<file path="config.mk">
export PLATFORM = sky130hd
export DESIGN_NAME = issue_ctrl_flat
export DESIGN_NICKNAME = d
export VERILOG_FILES = /design/src/rtl/issue_ctrl_if.sv /design/src/rtl/issue_ctrl.sv /design/src/flat_wrapper.sv
export SDC_FILE = /design/constraint.sdc
export NUM_CORES = 1
export LEC_CHECK = 0
export CORE_MARGIN = 2
export CORE_UTILIZATION = 55
export DETAILED_ROUTE_END_ITERATION = 10
export PLACE_DENSITY = 0.82
export SYNTH_ARGS = -nofsm -noshare
export SYNTH_HDL_FRONTEND = slang
export SYNTH_SLANG_ARGS = --single-unit
</file>
<file path="constraint.sdc">
create_clock -name clk -period 6.45 [get_ports clk]
set_input_delay 1.29 -clock clk [delete_from_list [all_inputs] [get_ports clk]]
set_output_delay 1.29 -clock clk [all_outputs]
set_load 0.03 [all_outputs]
</file>
<file path="src/rtl/issue_ctrl_if.sv">
// Bundle between the decoder/writeback side and the dual-issue scheduler.
// Zero latency: pure wiring, no storage.
// No backpressure inside the bundle; stall/flush/pc_adv carry it back to fetch.
// Ports: decoded pair (in_valid, s1_*, s2_*), writebacks (wb1_*, wb2_*), br_taken,
//        scheduler outputs (issue1, issue2, pc_adv, stall, flush), and
//        stat_dual/stat_stall when ISSUE_STATS_EN is defined.
interface issue_ctrl_if;
    logic       in_valid;
    logic [4:0] s1_rd;
    logic [4:0] s1_rs1;
    logic [4:0] s1_rs2;
    logic       s1_we;
    logic       s1_mem;
    logic       s1_br;
    logic [4:0] s2_rd;
    logic [4:0] s2_rs1;
    logic [4:0] s2_rs2;
    logic       s2_we;
    logic       s2_mem;
    logic       wb1_en;
    logic [4:0] wb1_rd;
    logic       wb2_en;
    logic [4:0] wb2_rd;
    logic       br_taken;
    logic       issue1;
    logic       issue2;
    logic [1:0] pc_adv;
    logic       stall;
    logic       flush;
`ifdef ISSUE_STATS_EN
    logic [31:0] stat_dual;
    logic [31:0] stat_stall;
`endif

    // Decoder / writeback / branch-unit side.
    modport master (
        output in_valid, s1_rd, s1_rs1, s1_rs2, s1_we, s1_mem, s1_br,
        output s2_rd, s2_rs1, s2_rs2, s2_we, s2_mem,
        output wb1_en, wb1_rd, wb2_en, wb2_rd, br_taken,
`ifdef ISSUE_STATS_EN
        input  stat_dual, stat_stall,
`endif
        input  issue1, issue2, pc_adv, stall, flush
    );

    // Scheduler side.
    modport slave (
        input  in_valid, s1_rd, s1_rs1, s1_rs2, s1_we, s1_mem, s1_br,
        input  s2_rd, s2_rs1, s2_rs2, s2_we, s2_mem,
        input  wb1_en, wb1_rd, wb2_en, wb2_rd, br_taken,
`ifdef ISSUE_STATS_EN
        output stat_dual, stat_stall,
`endif
        output issue1, issue2, pc_adv, stall, flush
    );
endinterface

</file>
<file path="src/rtl/issue_ctrl.sv">
// Dual-issue scheduler: scoreboard + pair hazard checks + branch/flush sequencing.
// Zero-cycle decision: outputs are combinational from inputs and registered state.
// Backpressure via stall (scoreboard hazard, branch wait) and pc_adv 0/1/2; flush kills wrong path.
// Ports: clk, rst (async, active-low), io (issue_ctrl_if.slave).
// Optional: ISSUE_STATS_EN adds stat_dual/stat_stall 32-bit wrapping counters.
module issue_ctrl #(
    parameter int NREG      = 32,
    parameter int FLUSH_CYC = 2
) (
    input  logic         clk,
    input  logic         rst,
    issue_ctrl_if.slave  io
);

    typedef enum logic [1:0] {
        ST_RUN     = 2'd0,
        ST_BR_WAIT = 2'd1,
        ST_FLUSH   = 2'd2
    } state_t;

    state_t          state_q, state_d;
    logic [2:0]      cnt_q, cnt_d;
    logic [NREG-1:0] busy_q, busy_d;
    logic [NREG-1:0] clr_mask, set_mask, busy_eff;

    logic       issue1_c, issue2_c, stall_c, flush_c;
    logic [1:0] pc_adv_c;

    logic h1, s1_wr_nz, s2_src_ok, s2_dst_ok, pair_ok;

    // Writebacks in the current cycle already count as not busy (write-first).
    always_comb begin
        clr_mask = '0;
        if (io.wb1_en) clr_mask[io.wb1_rd] = 1'b1;
        if (io.wb2_en) clr_mask[io.wb2_rd] = 1'b1;
        busy_eff    = busy_q & ~clr_mask;
        busy_eff[0] = 1'b0;
    end

    // Hazard terms; only consumed in RUN with in_valid.
    always_comb begin
        h1 = busy_eff[io.s1_rs1] | busy_eff[io.s1_rs2] | (io.s1_we & busy_eff[io.s1_rd]);
        s1_wr_nz  = io.s1_we && (io.s1_rd != 5'd0);
        s2_src_ok = !busy_eff[io.s2_rs1] && !busy_eff[io.s2_rs2] &&
                    !(s1_wr_nz && ((io.s2_rs1 == io.s1_rd) || (io.s2_rs2 == io.s1_rd)));
        s2_dst_ok = !io.s2_we ||
                    (!busy_eff[io.s2_rd] && !(s1_wr_nz && (io.s2_rd == io.s1_rd)));
        // A branch in slot 1 must resolve before anything behind it issues.
        pair_ok   = !io.s1_br && !(io.s1_mem && io.s2_mem) && s2_src_ok && s2_dst_ok;
    end

    always_comb begin
        issue1_c = 1'b0;
        issue2_c = 1'b0;
        pc_adv_c = 2'd0;
        stall_c  = 1'b0;
        flush_c  = 1'b0;
        state_d  = state_q;
        cnt_d    = cnt_q;
        set_mask = '0;
        case (state_q)
            ST_RUN: begin
                if (io.in_valid) begin
                    if (h1) begin
                        stall_c = 1'b1;
                    end else begin
                        issue1_c = 1'b1;
                        if (io.s1_we) set_mask[io.s1_rd] = 1'b1;
                        if (pair_ok) begin
                            issue2_c = 1'b1;
                            pc_adv_c = 2'd2;
                            if (io.s2_we) set_mask[io.s2_rd] = 1'b1;
                        end else begin
                            // Slot 2 comes back next cycle as slot 1.
                            pc_adv_c = 2'd1;
                        end
                        if (io.s1_br) state_d = ST_BR_WAIT;
                    end
                end
            end
            ST_BR_WAIT: begin
                stall_c = 1'b1;
                if (io.br_taken) begin
                    // Flush already counts this cycle, so FLUSH holds FLUSH_CYC-1 more.
                    flush_c = 1'b1;
                    if (FLUSH_CYC > 1) begin
                        state_d = ST_FLUSH;
                        cnt_d   = 3'(FLUSH_CYC - 1);
                    end else begin
                        state_d = ST_RUN;
                    end
                end else begin
                    state_d = ST_RUN;
                end
            end
            ST_FLUSH: begin
                flush_c = 1'b1;
                if (cnt_q <= 3'd1) begin
                    cnt_d   = 3'd0;
                    state_d = ST_RUN;
                end else begin
                    cnt_d = cnt_q - 3'd1;
                end
            end
            default: begin
                state_d = ST_RUN;
                cnt_d   = 3'd0;
            end
        endcase
        // r0 is never tracked; set beats a same-cycle clear.
        set_mask[0] = 1'b0;
        busy_d      = (busy_q & ~clr_mask) | set_mask;
        busy_d[0]   = 1'b0;
    end

    always_ff @(posedge clk or negedge rst) begin
        if (!rst) begin
            state_q <= ST_RUN;
            cnt_q   <= 3'd0;
            busy_q  <= '0;
        end else begin
            state_q <= state_d;
            cnt_q   <= cnt_d;
            busy_q  <= busy_d;
        end
    end

    // Outputs are forced low while reset is asserted, independent of the pair inputs.
    assign io.issue1 = rst & issue1_c;
    assign io.issue2 = rst & issue2_c;
    assign io.pc_adv = rst ? pc_adv_c : 2'd0;
    assign io.stall  = rst & stall_c;
    assign io.flush  = rst & flush_c;

`ifdef ISSUE_STATS_EN
    logic [31:0] stat_dual_q, stat_dual_d;
    logic [31:0] stat_stall_q, stat_stall_d;

    always_comb begin
        stat_dual_d  = stat_dual_q + {31'd0, issue2_c};
        stat_stall_d = stat_stall_q + {31'd0, (stall_c | flush_c)};
    end

    always_ff @(posedge clk or negedge rst) begin
        if (!rst) begin
            stat_dual_q  <= 32'd0;
            stat_stall_q <= 32'd0;
        end else begin
            stat_dual_q  <= stat_dual_d;
            stat_stall_q <= stat_stall_d;
        end
    end

    assign io.stat_dual  = stat_dual_q;
    assign io.stat_stall = stat_stall_q;
`endif

endmodule

</file>
<file path="src/flat_wrapper.sv">
// flat-port wrapper written by rule: the top's interface ports become plain ports
module issue_ctrl_flat 
#(
    parameter int NREG      = 32,
    parameter int FLUSH_CYC = 2
)
  (clk, rst, io_in_valid, io_s1_rd, io_s1_rs1, io_s1_rs2, io_s1_we, io_s1_mem, io_s1_br, io_s2_rd, io_s2_rs1, io_s2_rs2, io_s2_we, io_s2_mem, io_wb1_en, io_wb1_rd, io_wb2_en, io_wb2_rd, io_br_taken, io_issue1, io_issue2, io_pc_adv, io_stall, io_flush);
  issue_ctrl_if io_i ();
  input  logic clk;
  input  logic rst;
  input wire logic [$bits(io_i.in_valid)-1:0] io_in_valid;
  input wire logic [$bits(io_i.s1_rd)-1:0] io_s1_rd;
  input wire logic [$bits(io_i.s1_rs1)-1:0] io_s1_rs1;
  input wire logic [$bits(io_i.s1_rs2)-1:0] io_s1_rs2;
  input wire logic [$bits(io_i.s1_we)-1:0] io_s1_we;
  input wire logic [$bits(io_i.s1_mem)-1:0] io_s1_mem;
  input wire logic [$bits(io_i.s1_br)-1:0] io_s1_br;
  input wire logic [$bits(io_i.s2_rd)-1:0] io_s2_rd;
  input wire logic [$bits(io_i.s2_rs1)-1:0] io_s2_rs1;
  input wire logic [$bits(io_i.s2_rs2)-1:0] io_s2_rs2;
  input wire logic [$bits(io_i.s2_we)-1:0] io_s2_we;
  input wire logic [$bits(io_i.s2_mem)-1:0] io_s2_mem;
  input wire logic [$bits(io_i.wb1_en)-1:0] io_wb1_en;
  input wire logic [$bits(io_i.wb1_rd)-1:0] io_wb1_rd;
  input wire logic [$bits(io_i.wb2_en)-1:0] io_wb2_en;
  input wire logic [$bits(io_i.wb2_rd)-1:0] io_wb2_rd;
  input wire logic [$bits(io_i.br_taken)-1:0] io_br_taken;
  output wire logic [$bits(io_i.issue1)-1:0] io_issue1;
  output wire logic [$bits(io_i.issue2)-1:0] io_issue2;
  output wire logic [$bits(io_i.pc_adv)-1:0] io_pc_adv;
  output wire logic [$bits(io_i.stall)-1:0] io_stall;
  output wire logic [$bits(io_i.flush)-1:0] io_flush;
  assign io_i.in_valid = io_in_valid;
  assign io_i.s1_rd = io_s1_rd;
  assign io_i.s1_rs1 = io_s1_rs1;
  assign io_i.s1_rs2 = io_s1_rs2;
  assign io_i.s1_we = io_s1_we;
  assign io_i.s1_mem = io_s1_mem;
  assign io_i.s1_br = io_s1_br;
  assign io_i.s2_rd = io_s2_rd;
  assign io_i.s2_rs1 = io_s2_rs1;
  assign io_i.s2_rs2 = io_s2_rs2;
  assign io_i.s2_we = io_s2_we;
  assign io_i.s2_mem = io_s2_mem;
  assign io_i.wb1_en = io_wb1_en;
  assign io_i.wb1_rd = io_wb1_rd;
  assign io_i.wb2_en = io_wb2_en;
  assign io_i.wb2_rd = io_wb2_rd;
  assign io_i.br_taken = io_br_taken;
  assign io_issue1 = io_i.issue1;
  assign io_issue2 = io_i.issue2;
  assign io_pc_adv = io_i.pc_adv;
  assign io_stall = io_i.stall;
  assign io_flush = io_i.flush;
  issue_ctrl #(.NREG(NREG), .FLUSH_CYC(FLUSH_CYC)) u_core (.clk(clk), .rst(rst), .io(io_i));
endmodule
</file>
Word-level counts from Yosys, hierarchy flattened:

Cells that the tools add are included.

* bits in registers: 36
* bits of input ports: 51
* output and inout bits: 6
* word-level logic and storage cells: 125

* add/sub/neg operators: 1
* $lt $le $gt $ge: 13
* equality and inequality tests: 10
* muxes and demuxes: 57
* bitwise gates (word level): 13
* reduce and logical (&&, ||, !) cells: 28

Operators with widths (count)
* 2-to-1 mux 32 bit: 11
* OR 32 bit: 3
* < comparator 5 x 6 -> 1 bit (second input constant): 8
* bitwise AND 32 bit: 1
* inverter 32 bit: 1
* binary-select mux 1 bit (select 5 bit): 6
* demux 1 bit (select 5 bit): 4
* greater-or-equal comparator 5 x 1 -> 1 bit (second input constant): 4
* 2-to-1 mux 1 bit: 20
* 2-to-1 mux 2 bit: 10
* == test 5 bit: 3
* logical AND 1 bit: 14
* case mux 3 bit (3 select lines): 1
* zero test 1 bit: 8
* inequality test 2 bit (second input constant): 4
* 2-to-1 mux 3 bit: 2
* case mux 2 bit (3 select lines): 1
* bitwise AND 1 bit: 5
* nonzero test 5 bit: 1
* case mux 1 bit (2 select lines): 2
* AND reduction 4 bit: 1
* less-or-equal comparator 3 x 1 -> 1 bit (second input constant): 1
* subtractor 3 x 1 -> 3 bit (second input constant): 1
* == test 2 x 1 -> 1 bit (second input constant): 1
* other kinds (7): 9

Depth between registers and ports, before layout:

* depth in word-level cells: 23
* mapped depth: 11

Worst setup path after synthesis:

Ideal clock, no wire load.

* path type: input-to-output
* start point: in io_wb2_rd[2]
* end point: out io_pc_adv[1]
* arrival time: 4.699 ns
* path slack: 0.461 ns
* cell stages on the path: 10
* buffers on the path: 1
* cell sequence: or4b_4 -> o221a_4 -> a31oi_1 -> nand3_1 -> and3_1 -> or4_4 -> nor4b_4 -> and3_1 -> and2_1 -> buf_4

* cells in the longest elaborated chain, start to end: 20
* elaborated cells between the ends (all ways): 38
* classes of those cells: order compare: 2; mux: 20; bitwise: 6; reduce/logical: 10

RTL lines
* start: declaration: RTL line flat_wrapper.sv:26 `input wire logic [$bits(io_i.wb2_rd)-1:0] io_wb2_rd;`
* < comparator 5 x 6 -> 1 bit (not written as such) or greater-or-equal comparator 5 x 1 -> 1 bit (tied branches): RTL line issue_ctrl.sv:35 `if (io.wb2_en) clr_mask[io.wb2_rd] = 1'b1;`
* logical AND 1 bit (not written as such): RTL line issue_ctrl.sv:35
* 2-to-1 mux 1 bit (not written as such): RTL line issue_ctrl.sv:35
* demux 1 bit (select 5 bit) (*)
* OR 32 bit (no line) (*)
* 2-to-1 mux 32 bit (*): RTL line issue_ctrl.sv:35
* inverter 32 bit (*): RTL line issue_ctrl.sv:36 `busy_eff = busy_q & ~clr_mask;`
* bitwise AND 32 bit (*): RTL line issue_ctrl.sv:36
* [2 not listed]
* zero test 1 bit: RTL line issue_ctrl.sv:44 `s2_src_ok = !busy_eff[io.s2_rs1] && !busy_eff[io.s2_rs2] &&`
* logical AND 1 bit (2 in series): RTL line issue_ctrl.sv:44
* logical AND 1 bit (2 in series): RTL line issue_ctrl.sv:49 `pair_ok = !io.s1_br && !(io.s1_mem && io.s2_mem) && s2_src_ok && s2_dst_ok;`
* 2-to-1 mux 2 bit: RTL line issue_ctrl.sv:69 `if (pair_ok) begin`
* 2-to-1 mux 2 bit (*): RTL line issue_ctrl.sv:64 `if (h1) begin`
* 2-to-1 mux 2 bit (*): RTL line issue_ctrl.sv:63 `if (io.in_valid) begin`
* 2-to-1 mux 2 bit (*): RTL line issue_ctrl.sv:61 `case (state_q)`
* 2-to-1 mux 2 bit (*): RTL line issue_ctrl.sv:131 `assign io.pc_adv = rst ? pc_adv_c : 2'd0;`
* end: declaration: RTL line flat_wrapper.sv:30 `output wire logic [$bits(io_i.pc_adv)-1:0] io_pc_adv;`

Mark *: on every way between the ends. The rest lies on a longest branch, timed or not. The select of a mux whose other input is x is not followed.

Worst setup path after layout:

* start point: in io_wb1_rd[2]
* end point: out io_stall

* cells in the longest elaborated chain, start to end: 17
* elaborated cells between the ends (all ways): 23
* classes of those cells: order compare: 2; mux: 13; bitwise: 7; reduce/logical: 1

RTL lines
* start: declaration: RTL line flat_wrapper.sv:24 `input wire logic [$bits(io_i.wb1_rd)-1:0] io_wb1_rd;`
* < comparator 5 x 6 -> 1 bit (not written as such) or greater-or-equal comparator 5 x 1 -> 1 bit (tied branches): RTL line issue_ctrl.sv:34 `if (io.wb1_en) clr_mask[io.wb1_rd] = 1'b1;`
* logical AND 1 bit (not written as such): RTL line issue_ctrl.sv:34
* 2-to-1 mux 1 bit (not written as such): RTL line issue_ctrl.sv:34
* demux 1 bit (select 5 bit) (*)
* 2-to-1 mux 32 bit (*): RTL line issue_ctrl.sv:34
* OR 32 bit (no line)
* 2-to-1 mux 32 bit (*): RTL line issue_ctrl.sv:35
* inverter 32 bit (*): RTL line issue_ctrl.sv:36
* bitwise AND 32 bit (*): RTL line issue_ctrl.sv:36
* binary-select mux 1 bit (select 5 bit): RTL line issue_ctrl.sv:42 `h1 = busy_eff[io.s1_rs1] | busy_eff[io.s1_rs2] | (io.s1_we & busy_eff[io.s1_rd]);`
* 2-to-1 mux 1 bit (not written as such): RTL line issue_ctrl.sv:42
* OR 1 bit or bitwise AND 1 bit (tied branches): RTL line issue_ctrl.sv:42
* OR 1 bit (*): RTL line issue_ctrl.sv:42
* 2-to-1 mux 1 bit (*): RTL line issue_ctrl.sv:64
* 2-to-1 mux 1 bit (*): RTL line issue_ctrl.sv:63
* case mux 1 bit (2 select lines) (*): RTL line issue_ctrl.sv:61
* bitwise AND 1 bit (*): RTL line issue_ctrl.sv:132 `assign io.stall = rst & stall_c;`
* end: declaration: RTL line flat_wrapper.sv:31 `output wire logic [$bits(io_i.stall)-1:0] io_stall;`

Marked as above.

==> impl_metrics.csv <==
group,metric,value,unit
global_route,grt_pass1_wl,29.7,mm
placement,port_buffers,56,
synth,avgSynthCellArea,8.23,um^2
pwr,leakage,1.95,nW
critical_path,crit_required,5.16,ns
hold_path,hp-class,"reg2reg",
hold_path,min_from,"u_core.cnt_q[1]",
die,rows,33,
synth,syn_nets,604,
critical_path,reg2regPathDepth,10,
placement,hpwl,15.0,mm
detailed_routing,drt_wl_total,19.9,mm
cts,clk_pin_slew,0.08,ns
critical_path,crit_arrival,5.01,ns
global_route,gr-usage-all-layers,44.8,%
final_layout,antenna-diode-count,0,
die,die_h,94.5,um
detailed_routing,wl_per_cell,27.4,um
synth,ys.flop_type,"dfrtp_1",
flow_run,maxCapViolCount,0,
timing,period_share,97.6,%
outcome,outcome,"complete, no violations",
global_route,grt_max_degree,40,
detailed_routing,vias,5669,
detailed_routing,route.met2.wl,8.34,mm
critical_path,worstReg2RegStart,"u_core.busy_q[8]",
die,die_w,94.5,um
placement,place.gp.congestion,1.07,
cts,root_buffer,"clkbuf_8",
detailed_routing,wl_met3,3.12,mm
synth,synth.distinct_cells,73,
die,die_area,8940,um^2
detailed_routing,top_layer_used,"met4",
timing,tightest_slew,0.972,ns
cts,post_cts_resized,0,
critical_path,path_delay_family,"simple AND/OR/NAND/NOR gates",
timing,max-slew-margin-rel,35.2,%
cts,numCtsBuffers,5,
critical_path,end_kind,"output pin",
die,initial_core_util,55.7,%
cts,cts_tree,"built",
hold_path,hold_depth,2,
synth,synth-edff-count,0,
synth,synth-seq-area-share,20.0,%
cts,clock_latency,0.29,ns
cts,cts_max_level,2,
die,core,8090,um^2
pwr,powerDensity,180,nW/um^2
final_layout,syn2layout_area_growth,21.8,%
timing,setup_viol,0,
critical_path,crit_type,"in2out",
timing,post-route-min-period,6.30,ns
global_route,grt_overflow_total,0,
synth,synth-warning-count,0,
global_route,antenna_found_initial,0,
timing,finClkSkew,0.00637,ns
critical_path,start_kind,"input pin",
detailed_routing,drt_iter0_markers,996,
detailed_routing,drc,0,
cts,cts_sinks,36,
critical_path,reg2reg_to,"u_core.busy_q[7]",
detailed_routing,antenna_left,0,
critical_path,max_stage_delay,0.71,ns
critical_path,r2r_slack,3.08,ns
detailed_routing,wl_met1,7.08,mm
timing,rsz0062_at_grt,"false",
detailed_routing,avgViaCountPerCell,7.81,
detailed_routing,dr.pass1.iters,6,
timing,fmax,159,MHz
critical_path,cp_num_buf_inv,3,
synth,synth_seq_cells,36,
critical_path,slowest_stage,"o221ai_1",
critical_path,worstPathMaxFanout,8,
critical_path,worstPathCellList,"clkdlybuf4s50_1 -> nand4bb_1 -> o221ai_1 -> nor2_1 -> a21oi_1 -> a221oi_1 -> or4_4 -> nor3_1 -> buf_4 -> nor2_1 -> o21a_1 -> clkdlybuf4s50_1",
cts,post_cts_buffers,0,
synth,async_flop_share,100,%
final_layout,fin_util,67.9,%
final_layout,nets,676,
timing,finalMaxSlewViolations,0,
timing,setup_tns,0,ns
synth,synthCells,548,
hold_path,worstHoldEndpoint,"u_core.cnt_q[1]",
global_route,grt_pass1_vias,5065,
die,top_level_ports,57,
cts,ctsLongestPathBuffers,2,
timing,hold_violations,0,
synth,synthesis.area,4510,um^2
pwr,peakVddDrop,0.218,mV
cts,hold_buffers,0,
final_layout,drive_above_1_share,18.0,%
routing by layer:
layer	vias to the layer above	track usage [%]
met5	-	0
met4	0	23.3
met3	154	14.7
met2	520	66.2
met1	2611	58.3
li1	2384	-
state kept, by name (all words and copies together) (netlist names):
name / flops
u_core.busy_q: 31
u_core.cnt_q: 3
u_core.state_q: 2
tightest hold or removal path, delay by kind of cell, from the launching register on:
family | cells | cell delay (ns)
flops | 1 | 0.35
compound gates | 1 | 0.05
simple gates | 1 | 0.05
how the worst max path moves through the flow:
stage	startpoint	cells past startpoint	to	slack [ns]
final	io_wb1_rd[2]	12	io_stall	0.15
after CTS	io_wb1_rd[2]	12	io_stall	0.19
after global placement	io_wb1_rd[2]	12	io_stall	0.25
after global routing	io_wb1_rd[2]	12	io_stall	0.07
after floorplan	io_wb2_rd[2]	10	io_pc_adv[1]	0.46
after detailed placement	io_wb1_rd[2]	12	io_stall	0.21
Yosys cell counts (10+ instances only):
library cell | number | area, um^2
a21oi_1 | 20 | 100
a31oi_1 | 11 | 68.8
clkbuf_1 | 29 | 109
dfrtp_1 | 36 | 901
inv_1 | 19 | 71.3
mux2i_1 | 11 | 110
nand2_1 | 54 | 203
nand3_1 | 35 | 175
nor2_1 | 32 | 120
nor2b_1 | 12 | 75.1
nor3_1 | 13 | 65.1
o2111ai_1 | 10 | 87.6
o21ai_0 | 13 | 65.1
o221a_2 | 17 | 191
o221ai_1 | 54 | 473
xor2_1 | 10 | 87.6
kinds of logic (layout without fill, tap and decap cells):
group	Yosys count	in the layout	synth area share, %
buffers and inverters	59	132	4.99
AO/OA/AOI/OAI	185	185	34.0
AND/OR/NAND/NOR	220	220	28.1
XOR/XNOR	15	15	2.91
multiplexers	28	28	8.68
flip-flops	36	36	20.0
adder cells (fa/ha/maj)	5	5	1.39
cell type report:
type                            count  area [um^2]
Clock buffer                        5         68.8
Multi-Input combinational cell    453         3400
Clock inverter                      3         18.8
Sequential cell                    36          901
Timing Repair Buffer              103          898
Tap cell                          105          131
Fill cell                         711         2600
Inverter                           21         78.8
per-stage QoR:
step / setup slack, ns / hold WS (ns) / cells / power [mW] / cell area, um^2
2_1_floorplan: 0.461 / 0.449 / 548 / 0.582 / 4510
3_3_place_gp: 0.246 / 0.470 / 718 / 0.798 / 5390
3_5_place_dp: 0.208 / 0.474 / 718 / 0.806 / 5390
4_1_cts: 0.191 / 0.492 / 726 / 0.963 / 5480
5_1_grt: 0.0669 / 0.529 / 726 / 1.03 / 5490
6_report: 0.154 / 0.485 / 726 / 0.991 / 5490
cell usage in the layout (no fill, tap or decap), types with 4 or more instances in the layout:
cell	netlist	routed
nor3b_1	4	4
nor4_1	5	5
o21ai_0	13	13
a31oi_1	11	11
buf_4	1	51
nor2_1	32	32
o221ai_2	2	4
nand3_1	35	35
nand4b_1	7	7
nand4bb_1	5	5
o2111ai_1	10	10
nor3_1	13	13
xor2_1	10	10
a21oi_1	20	20
mux4_2	8	8
dfrtp_1	36	36
and3_1	6	6
nor2b_1	12	12
a22oi_1	7	7
clkdlybuf4s50_1	0	51
a211oi_1	4	4
o221a_2	17	17
nand3b_1	6	6
ha_1	5	5
or3_1	4	4
o211ai_1	9	9
o221ai_1	54	52
xnor2_1	5	5
mux2i_1	11	11
nand2_1	54	54
mux2_2	9	9
nand4_1	9	9
clkbuf_8	0	5
inv_1	19	19
nand2b_1	9	9
report_power, final:
group | total (mW) | switching [mW] | internal [mW]
logic | 0.547 | 0.331 | 0.216
clock network | 0.158 | 0.0832 | 0.0752
registers | 0.286 | 0.0264 | 0.259
(Power assumes the default switching activity.)
